File: src/rtl/pacman_sound.sv
// Square-wave melody player for the game's sound_type: a fixed 4-note tune per sound on a single PWM pin.
// Optional PACMAN_SOUND_VOLUME_EN adds a 3-bit volume input that duty-gates the square wave.
package pacman_sound_pkg;
  typedef enum logic [2:0] {
    SOUND_LOADING   = 3'd0,
    SOUND_READY     = 3'd1,
    SOUND_GAME_PLAY = 3'd2,
    SOUND_FAIL      = 3'd3,
    SOUND_WIN       = 3'd4
  } sound_t;
endpackage

module pacman_sound
  import pacman_sound_pkg::*;
#(
  parameter int unsigned CLOCK_FREQ_HZ = 25_000_000,
  parameter int unsigned TICK_MS       = 50
) (
  input  logic       vga_pix_clk,
  input  logic       rst,
  input  sound_t     sound_type,
`ifdef PACMAN_SOUND_VOLUME_EN
  input  logic [2:0] volume,
`endif
  output logic       audio_pwm,
  output logic       audio_sd,
  output logic       busy
);

  localparam int unsigned TICK_CLKS = CLOCK_FREQ_HZ / 1000 * TICK_MS;
  localparam int unsigned PRE_W     = (TICK_CLKS > 1) ? $clog2(TICK_CLKS) : 1;
  localparam int unsigned HALF_MAX  = CLOCK_FREQ_HZ / (2 * 523);
  localparam int unsigned TONE_W    = $clog2(HALF_MAX + 1);

  // Half-period reload values (HALF-1) per pitch index, fixed at elaboration.
  localparam logic [TONE_W-1:0] HM1_1 = TONE_W'(CLOCK_FREQ_HZ / (2 * 523) - 1);
  localparam logic [TONE_W-1:0] HM1_2 = TONE_W'(CLOCK_FREQ_HZ / (2 * 587) - 1);
  localparam logic [TONE_W-1:0] HM1_3 = TONE_W'(CLOCK_FREQ_HZ / (2 * 659) - 1);
  localparam logic [TONE_W-1:0] HM1_4 = TONE_W'(CLOCK_FREQ_HZ / (2 * 698) - 1);
  localparam logic [TONE_W-1:0] HM1_5 = TONE_W'(CLOCK_FREQ_HZ / (2 * 784) - 1);
  localparam logic [TONE_W-1:0] HM1_6 = TONE_W'(CLOCK_FREQ_HZ / (2 * 880) - 1);
  localparam logic [TONE_W-1:0] HM1_7 = TONE_W'(CLOCK_FREQ_HZ / (2 * 988) - 1);
  localparam logic [TONE_W-1:0] HM1_8 = TONE_W'(CLOCK_FREQ_HZ / (2 * 1047) - 1);

  typedef enum logic [1:0] {S_IDLE, S_START, S_PLAY, S_DONE} state_t;

  typedef struct packed {
    logic [3:0] pitch;
    logic [3:0] dur;
  } note_t;

  function automatic logic [TONE_W-1:0] reload_of(input logic [3:0] p);
    logic [TONE_W-1:0] r;
    case (p)
      4'd1:    r = HM1_1;
      4'd2:    r = HM1_2;
      4'd3:    r = HM1_3;
      4'd4:    r = HM1_4;
      4'd5:    r = HM1_5;
      4'd6:    r = HM1_6;
      4'd7:    r = HM1_7;
      4'd8:    r = HM1_8;
      default: r = '0;
    endcase
    return r;
  endfunction

  function automatic note_t note_of(input sound_t t, input logic [1:0] idx);
    note_t n;
    n = '{pitch: 4'd0, dur: 4'd1};
    case (t)
      SOUND_LOADING:
        case (idx)
          2'd0: n = '{4'd1, 4'd2};
          2'd1: n = '{4'd3, 4'd2};
          2'd2: n = '{4'd5, 4'd2};
          default: n = '{4'd0, 4'd2};
        endcase
      SOUND_READY:
        case (idx)
          2'd0: n = '{4'd5, 4'd4};
          2'd1: n = '{4'd6, 4'd4};
          2'd2: n = '{4'd8, 4'd8};
          default: n = '{4'd0, 4'd1};
        endcase
      SOUND_GAME_PLAY:
        case (idx)
          2'd0: n = '{4'd1, 4'd1};
          2'd1: n = '{4'd0, 4'd1};
          2'd2: n = '{4'd5, 4'd1};
          default: n = '{4'd0, 4'd1};
        endcase
      SOUND_FAIL:
        case (idx)
          2'd0: n = '{4'd8, 4'd4};
          2'd1: n = '{4'd6, 4'd4};
          2'd2: n = '{4'd4, 4'd4};
          default: n = '{4'd1, 4'd8};
        endcase
      SOUND_WIN:
        case (idx)
          2'd0: n = '{4'd1, 4'd2};
          2'd1: n = '{4'd3, 4'd2};
          2'd2: n = '{4'd5, 4'd2};
          default: n = '{4'd8, 4'd8};
        endcase
      default: n = '{4'd0, 4'd1};
    endcase
    return n;
  endfunction

  function automatic logic is_loop(input sound_t t);
    return (t == SOUND_LOADING) || (t == SOUND_GAME_PLAY);
  endfunction

  function automatic logic is_known(input sound_t t);
    logic k;
    case (t)
      SOUND_LOADING, SOUND_READY, SOUND_GAME_PLAY, SOUND_FAIL, SOUND_WIN: k = 1'b1;
      default: k = 1'b0;
    endcase
    return k;
  endfunction

  state_t            state, next_state;
  sound_t            cur_type;
  logic [1:0]        note_idx;
  logic [TONE_W-1:0] tone_cnt;
  logic              sq;
  logic [PRE_W-1:0]  presc;
  logic [3:0]        tick_cnt;
  logic              vol_gate;
  note_t             cur_note, nxt_note;
  logic              note_end;

  assign cur_note = note_of(cur_type, note_idx);
  assign nxt_note = note_of(cur_type, note_idx + 2'd1);
  assign note_end = (state == S_PLAY) && (presc == PRE_W'(TICK_CLKS - 1)) &&
                    (tick_cnt == cur_note.dur - 4'd1);

  always_ff @(posedge vga_pix_clk) begin
    if (rst) begin
      state    <= S_IDLE;
      cur_type <= SOUND_LOADING;
    end else begin
      state    <= next_state;
      cur_type <= sound_type;
    end
  end

  // A type change (or leaving reset) restarts the melody and outranks any note advance.
  always_comb begin
    next_state = state;
    if ((sound_type != cur_type) || (state == S_IDLE)) begin
      next_state = S_START;
    end else begin
      case (state)
        S_START: next_state = is_known(cur_type) ? S_PLAY : S_DONE;
        S_PLAY:
          if (note_end && (note_idx == 2'd3) && !is_loop(cur_type)) next_state = S_DONE;
        default: next_state = state;
      endcase
    end
  end

  // The first note of a melody starts with sq high; later notes start low after the clear.
  always_ff @(posedge vga_pix_clk) begin
    if (rst || (next_state == S_START)) begin
      note_idx <= '0;
      tone_cnt <= '0;
      sq       <= 1'b0;
      presc    <= '0;
      tick_cnt <= '0;
    end else if (state == S_START) begin
      tone_cnt <= reload_of(cur_note.pitch);
      sq       <= (cur_note.pitch != 4'd0);
    end else if (state == S_PLAY) begin
      if (note_end) begin
        note_idx <= note_idx + 2'd1;
        presc    <= '0;
        tick_cnt <= '0;
        sq       <= 1'b0;
        tone_cnt <= reload_of(nxt_note.pitch);
      end else begin
        if (presc == PRE_W'(TICK_CLKS - 1)) begin
          presc    <= '0;
          tick_cnt <= tick_cnt + 4'd1;
        end else begin
          presc <= presc + 1'b1;
        end
        if (cur_note.pitch == 4'd0) begin
          sq       <= 1'b0;
          tone_cnt <= '0;
        end else if (tone_cnt == '0) begin
          sq       <= ~sq;
          tone_cnt <= reload_of(cur_note.pitch);
        end else begin
          tone_cnt <= tone_cnt - 1'b1;
        end
      end
    end
  end

`ifdef PACMAN_SOUND_VOLUME_EN
  logic [2:0] pwm_cnt;

  always_ff @(posedge vga_pix_clk) begin
    if (rst) pwm_cnt <= '0;
    else     pwm_cnt <= pwm_cnt + 3'd1;
  end

  assign vol_gate = (pwm_cnt < volume);
`else
  assign vol_gate = 1'b1;
`endif

  always_comb begin
    busy      = (state == S_START) || (state == S_PLAY);
    audio_sd  = (state == S_START) || (state == S_PLAY);
    audio_pwm = (state == S_PLAY) && sq && vol_gate;
  end

endmodule

File: config.mk
export PLATFORM = sky130hd
export DESIGN_NAME = pacman_sound
export DESIGN_NICKNAME = d
export VERILOG_FILES = /design/src/rtl/pacman_sound.sv
export SDC_FILE = /design/constraint.sdc
export NUM_CORES = 1
export LEC_CHECK = 0
export ABC_CLOCK_PERIOD_IN_PS = 3650
export CAP_MARGIN = 20
export CORE_UTILIZATION = 62
export CTS_CLUSTER_SIZE = 8
export DETAILED_ROUTE_END_ITERATION = 10
export PLACE_DENSITY_LB_ADDON = 0.1
export REMOVE_ABC_BUFFERS = 1
export SETUP_SLACK_MARGIN = 0.1
export SYNTH_ARGS = -nofsm -noshare
export SYNTH_HDL_FRONTEND = slang
export SYNTH_SLANG_ARGS = --single-unit
File: constraint.sdc
create_clock -name vga_pix_clk -period 3.65 [get_ports vga_pix_clk]
set_input_delay 0.9125 -clock vga_pix_clk [delete_from_list [all_inputs] [get_ports vga_pix_clk]]
set_output_delay 0.9125 -clock vga_pix_clk [all_outputs]
set_load 0.03 [all_outputs]
### Yosys cells after proc, flatten, opt, wreduce, memory -nomap -nowiden

Memory sizes are Yosys's and may differ from the RTL's.
Index checks and enable logic that the tools add are counted.

* add/sub/neg operators: 5
* equal/unequal tests: 15
* multiplexer cells: 33
* bitwise logic cells: 2
* reductions and logical operators: 25

Operator list (number)
* $pmux W8 S3: 6
* $pmux W8 S5: 2
* $mux W15: 5
* $mux W21: 2
* $pmux W7 S3: 2
* $pmux W7 S2: 2
* $add A21 B1 Y21 const B: 1
* $eq A21 B21 Y1 const B: 1
* $logic_not A15 Y1: 1
* $sub A15 B1 Y15 const B: 1
* $mux W1: 9
* $eq A2 B1 Y1 const B: 4
* $eq A2 B2 Y1 const B: 4
* $mux W4: 2
* $reduce_bool A4 Y1: 2
* $eq A3 B2 Y1 const B: 2
* $logic_not A2 Y1: 3
* $reduce_and A3 Y1: 2
* $logic_and A1 B1 Y1: 5
* $reduce_or A5 Y1: 1
* $add A4 B1 Y4 const B: 1
* $eq A4 B4 Y1: 1
* $logic_not A4 Y1: 1
* $logic_or A1 B1 Y1: 4
* other kinds (12): 16

* flip-flop bits (word level): 48
* ROM bits: 720
* word-level logic and storage cells: 90
* memories: 3

Memory list
* (no name shown): depth 16, width 15, read ports 1, clocked after Yosys merged registers in 0, write ports 0, RTL line 54 `case (p)`
* (no name shown): depth 16, width 15, read ports 1, clocked after Yosys merged registers in 0, write ports 0, RTL line 54
* (no name shown): depth 16, width 15, read ports 1, clocked after Yosys merged registers in 0, write ports 0, RTL line 54

### Logic depth before layout (Yosys ltp)

* depth after elaboration: 13
* depth in mapped cells: 13
* mapped depth without buffers: 12

### Worst setup path before layout

No wires, ideal clock.

* kind: flip-flop to flip-flop
* from: register note_idx[1]
* to: register tone_cnt[4]
* arrival time: 2.867 ns
* slack: 0.709 ns
* cell stages (with the launch flop): 11
* buffers on the path: 1
* path through: dfxtp_1 -> inv_1 -> ha_1 -> clkbuf_1 -> or4_1 -> a211o_1 -> xor2_1 -> nand2_2 -> or4_4 -> o21a_1 -> a31oi_1

* cells in the longest elaborated chain, start to end: 13

RTL lines
* start: declaration: RTL line 127 `logic [1:0] note_idx;`
* start signal: assignment: RTL line 179 `note_idx <= note_idx + 2'd1;`
* $eq A2 B2 Y1 (tied with other cells)
* $pmux W8 S3, on equally long branches: RTL line 80, 101, 94
* $pmux W8 S5: RTL line 71 `case (t)`
* $sub A4 B1 Y4: RTL line 139 `(tick_cnt == cur_note.dur - 4'd1);`
* $eq A4 B4 Y1: RTL line 139
* $logic_and A1 B1 Y1: RTL line 138 `assign note_end = (state == S_PLAY) && (presc == PRE_W'(TICK_CLKS - 1)) &&`
* $logic_and A1 B1 Y1 (2 in series): RTL line 160 `if (note_end && (note_idx == 2'd3) && !is_loop(cur_type)) next_state = S_DONE;`
* $mux W2: RTL line 160
* $pmux W2 S2: RTL line 157 `case (state)`
* $mux W2: RTL line 154 `if ((sound_type != cur_type) || (state == S_IDLE)) begin`
* $eq A2 B1 Y1: RTL line 168 `if (rst || (next_state == S_START)) begin`
* $logic_or A1 B1 Y1: RTL line 168
* end signal: assignment: RTL line 175 `tone_cnt <= reload_of(cur_note.pitch);`
* end signal: assignment: RTL line 183 `tone_cnt <= reload_of(nxt_note.pitch);`
* end signal: assignment: RTL line 196 `tone_cnt <= reload_of(cur_note.pitch);`
* end: declaration: RTL line 128 `logic [TONE_W-1:0] tone_cnt;`

Parallel ways exist; a longest one is shown, timed or not. The select of a mux whose other input is x is not followed.
A chain may end at the register's enable or synchronous reset.

### Worst setup path after layout

Same ends and word-level chain as after synthesis.

==> flow_summary.ini <==
[synth]
syn-cell-area_um2 = 3860
synth_top_area_share = 0.249
syn_avg_cell_area_um2 = 7.73
synth_top_cell_by_area = dfxtp_1
synth_edf_count = 0
synthDistinctLibCells = 76
yosysMostFrequentCell = nor2_1
synthFlopType = dfxtp_1
synthTopCellsByArea = dfxtp_1, ha_1, o21ai_0
async_reset_ff_frac = 0
yosysWarnings = 0
synth_cells = 499
ys_seq_elements = 48
synth_common_cells = nor2_1, o21ai_0, dfxtp_1
ys_seq_area_frac = 0.249

[placement]
dp_hpwl_mm = 7.15
placed_area_um2 = 3960
globalplace.congestion = 0.922
port_buffers = 7

[sta]
finClkSkew_ps = 14.6
worstMarginPinSlew_ps = 859
finalSetupViolCount = 0
holdWs_ps = 510
tns_ps = 0
fmax_mhz = 307
drv_slew = 0
period_minus_slack_ps = 3260
period_share = 0.894
max_slew_margin = 0.427
final_hold_viol_count = 0
rsz0062_at_grt = true

[route]
vias = 3669
drtAntennaViolNets = 0
wl_per_cell_um = 16.6
drt-total-wl_mm = 9.52
drc_errors = 0
drt_iter0_drc = 247
dr.pass1.iters = 5
avgViaCountPerCell = 6.41

[cells_and_area]
drive_gt1_frac = 0.0946
n_antenna_cell = 0
fin_nets = 524
syn_to_final_growth_pct = 6.32
design_area_um2 = 4100

[power]
powerDensity_nw_per_um2 = 296
p_leak_uw = 0.00154
ir_worst_vdd_v = 0.000279

[die]
pin_count = 8
start_util = 0.648
fp.dieH_um = 80.9
dieWidth_um = 80.9
coreArea_um2 = 5960
dieArea_um2 = 6540
num_rows = 28

[grt]
grt_overflow = 0
grt_pass1_vias = 3223
grt_usage = 0.302
antenna_found_initial = 0
grt_pass1_wl_mm = 15.2
grt_max_degree = 29

[setup_path]
worstPathRequired_ps = 3890
worstPathArrival_ps = 3500
crit_type = reg2reg
crit_path_frequent_cell = ha_1
startpoint_type = flop
r2r_slack_ps = 390
slowest_stage = or4_4
worstPathMaxFanout = 9
cpPeakStageDelay_ps = 570
crit_path_end_kind = flop
worstPathCellList = ha_1 > nand3b_1 > and2_1 > ha_1 > xnor2_1 > nor4_4 > o22a_1 > nand2_2 > or4_4 > o21a_1 > a31oi_1

[flow_run]
cap_violations = 0

[min_path]
hold_class = reg2reg

[clock_tree]
cts-root-buf = clkbuf_8
cts.path.max_buffers = 2
cts.clk_slew.worst_paths_ps = 90
clock_latency_ps = 310
ctsHoldBuffers = 0
clock_sinks = 48
cts_buffers = 5
cts_tree = yes
htree_levels = 2

[status]
run_status = completed
[state kept, by name, summed over array words and instances, names as in the netlist]
register and cells:
presc 21, tone_cnt 15, tick_cnt 4, cur_type 3
note_idx 2, state 2, sq 1
[repair_timing]
action | 4_1_cts | 5_1_grt
endpoints found under the setup margin | 0 | 2
resized for setup | 0 | 1
buffers inserted | 0 | 1
[cell families (layout without fill, tap and decap cells)]
family | after synthesis | count (layout) | synth area share
AOI/OAI and AO/OA | 135 | 135 | 0.221
xor gates and xnor gates | 33 | 33 | 0.0798
adders and majority gates | 23 | 23 | 0.0746
buffers and inverters | 49 | 47 | 0.0567
DFF | 48 | 48 | 0.249
muxes | 12 | 12 | 0.0315
and+or+nand+nor | 199 | 199 | 0.287
[layer usage]
| metal | vias up | GRT usage | share of wire |
|---|---|---|---|
| met1 | 1710 | 0.387 | 0.44 |
| met2 | 127 | 0.494 | 0.47 |
| met3 | 33 | 0.0472 | 0.047 |
| met5 | - | 0 | 0 |
| li1 | 1799 | - | - |
| met4 | 0 | 0.138 | 0.036 |
[worst paths after layout]
kind,startpoint,end,depth (start not counted)
worst max-delay path,note_idx[1]$_SDFFE_PP0P_,tone_cnt[4]$_SDFFE_PP0N_,11
worst max register to register,note_idx[1]$_SDFFE_PP0P_,tone_cnt[4]$_SDFFE_PP0N_,11
worst min-delay path,presc[20]$_SDFFE_PP0P_,presc[20]$_SDFFE_PP0P_,2
worst min register to register,presc[20]$_SDFFE_PP0P_,presc[20]$_SDFFE_PP0P_,2
[metrics by stage]
step / total power, uW / setup WS, ps / util / std cells
floorplan: 734 / 491 / - / 471
global placement: 811 / 477 / 0.666 / 563
detailed placement: 816 / 371 / 0.666 / 563
CTS: 1210 / 361 / 0.685 / 571
global route: 1260 / 84.4 / 0.689 / 572
finish: 1210 / 389 / 0.689 / 572
[worst max-delay path: cells and delay by family, from the launching register on]
kind                     cells  cell delay [ps]
AND/OR/NAND/NOR              5             1290
XOR/XNOR                     1              170
adder cells (fa/ha/maj)      2              680
flip-flops                   1              440
AO/OA/AOI/OAI                3              620
[where the power goes]
part	switching, uW	internal, uW
Combinational	178	106
Clock	189	207
Sequential	4.75	529
[cell type report]
cell class	count	area (um2)
clock buffers	5	68.8
clock inverters	3	46.3
fillers	529	1850
inverters	21	78.8
multi-input cells	402	2690
flip-flops and latches	48	961
well taps	75	93.8
repair buffers	18	165
[placed cells by master (no fill, tap or decap), types with 4 or more instances in the layout]
cell type	count
o21ai_0	49
nor3b_1	4
o211ai_1	5
clkdlybuf4s50_1	7
nand3_1	18
mux2i_1	11
o31ai_1	4
a211oi_1	4
or2_2	5
inv_1	21
nor2b_1	8
a21oi_1	28
nor2_1	52
or3_1	6
a221oi_1	6
or4_1	5
nand2b_1	5
buf_4	10
clkbuf_8	5
a31oi_1	6
ha_1	23
xor2_1	21
xnor2_1	11
nor3_1	13
dfxtp_1	48
and3_1	5
nand2_1	39
nand4_1	6
(Power assumes the default switching activity.)
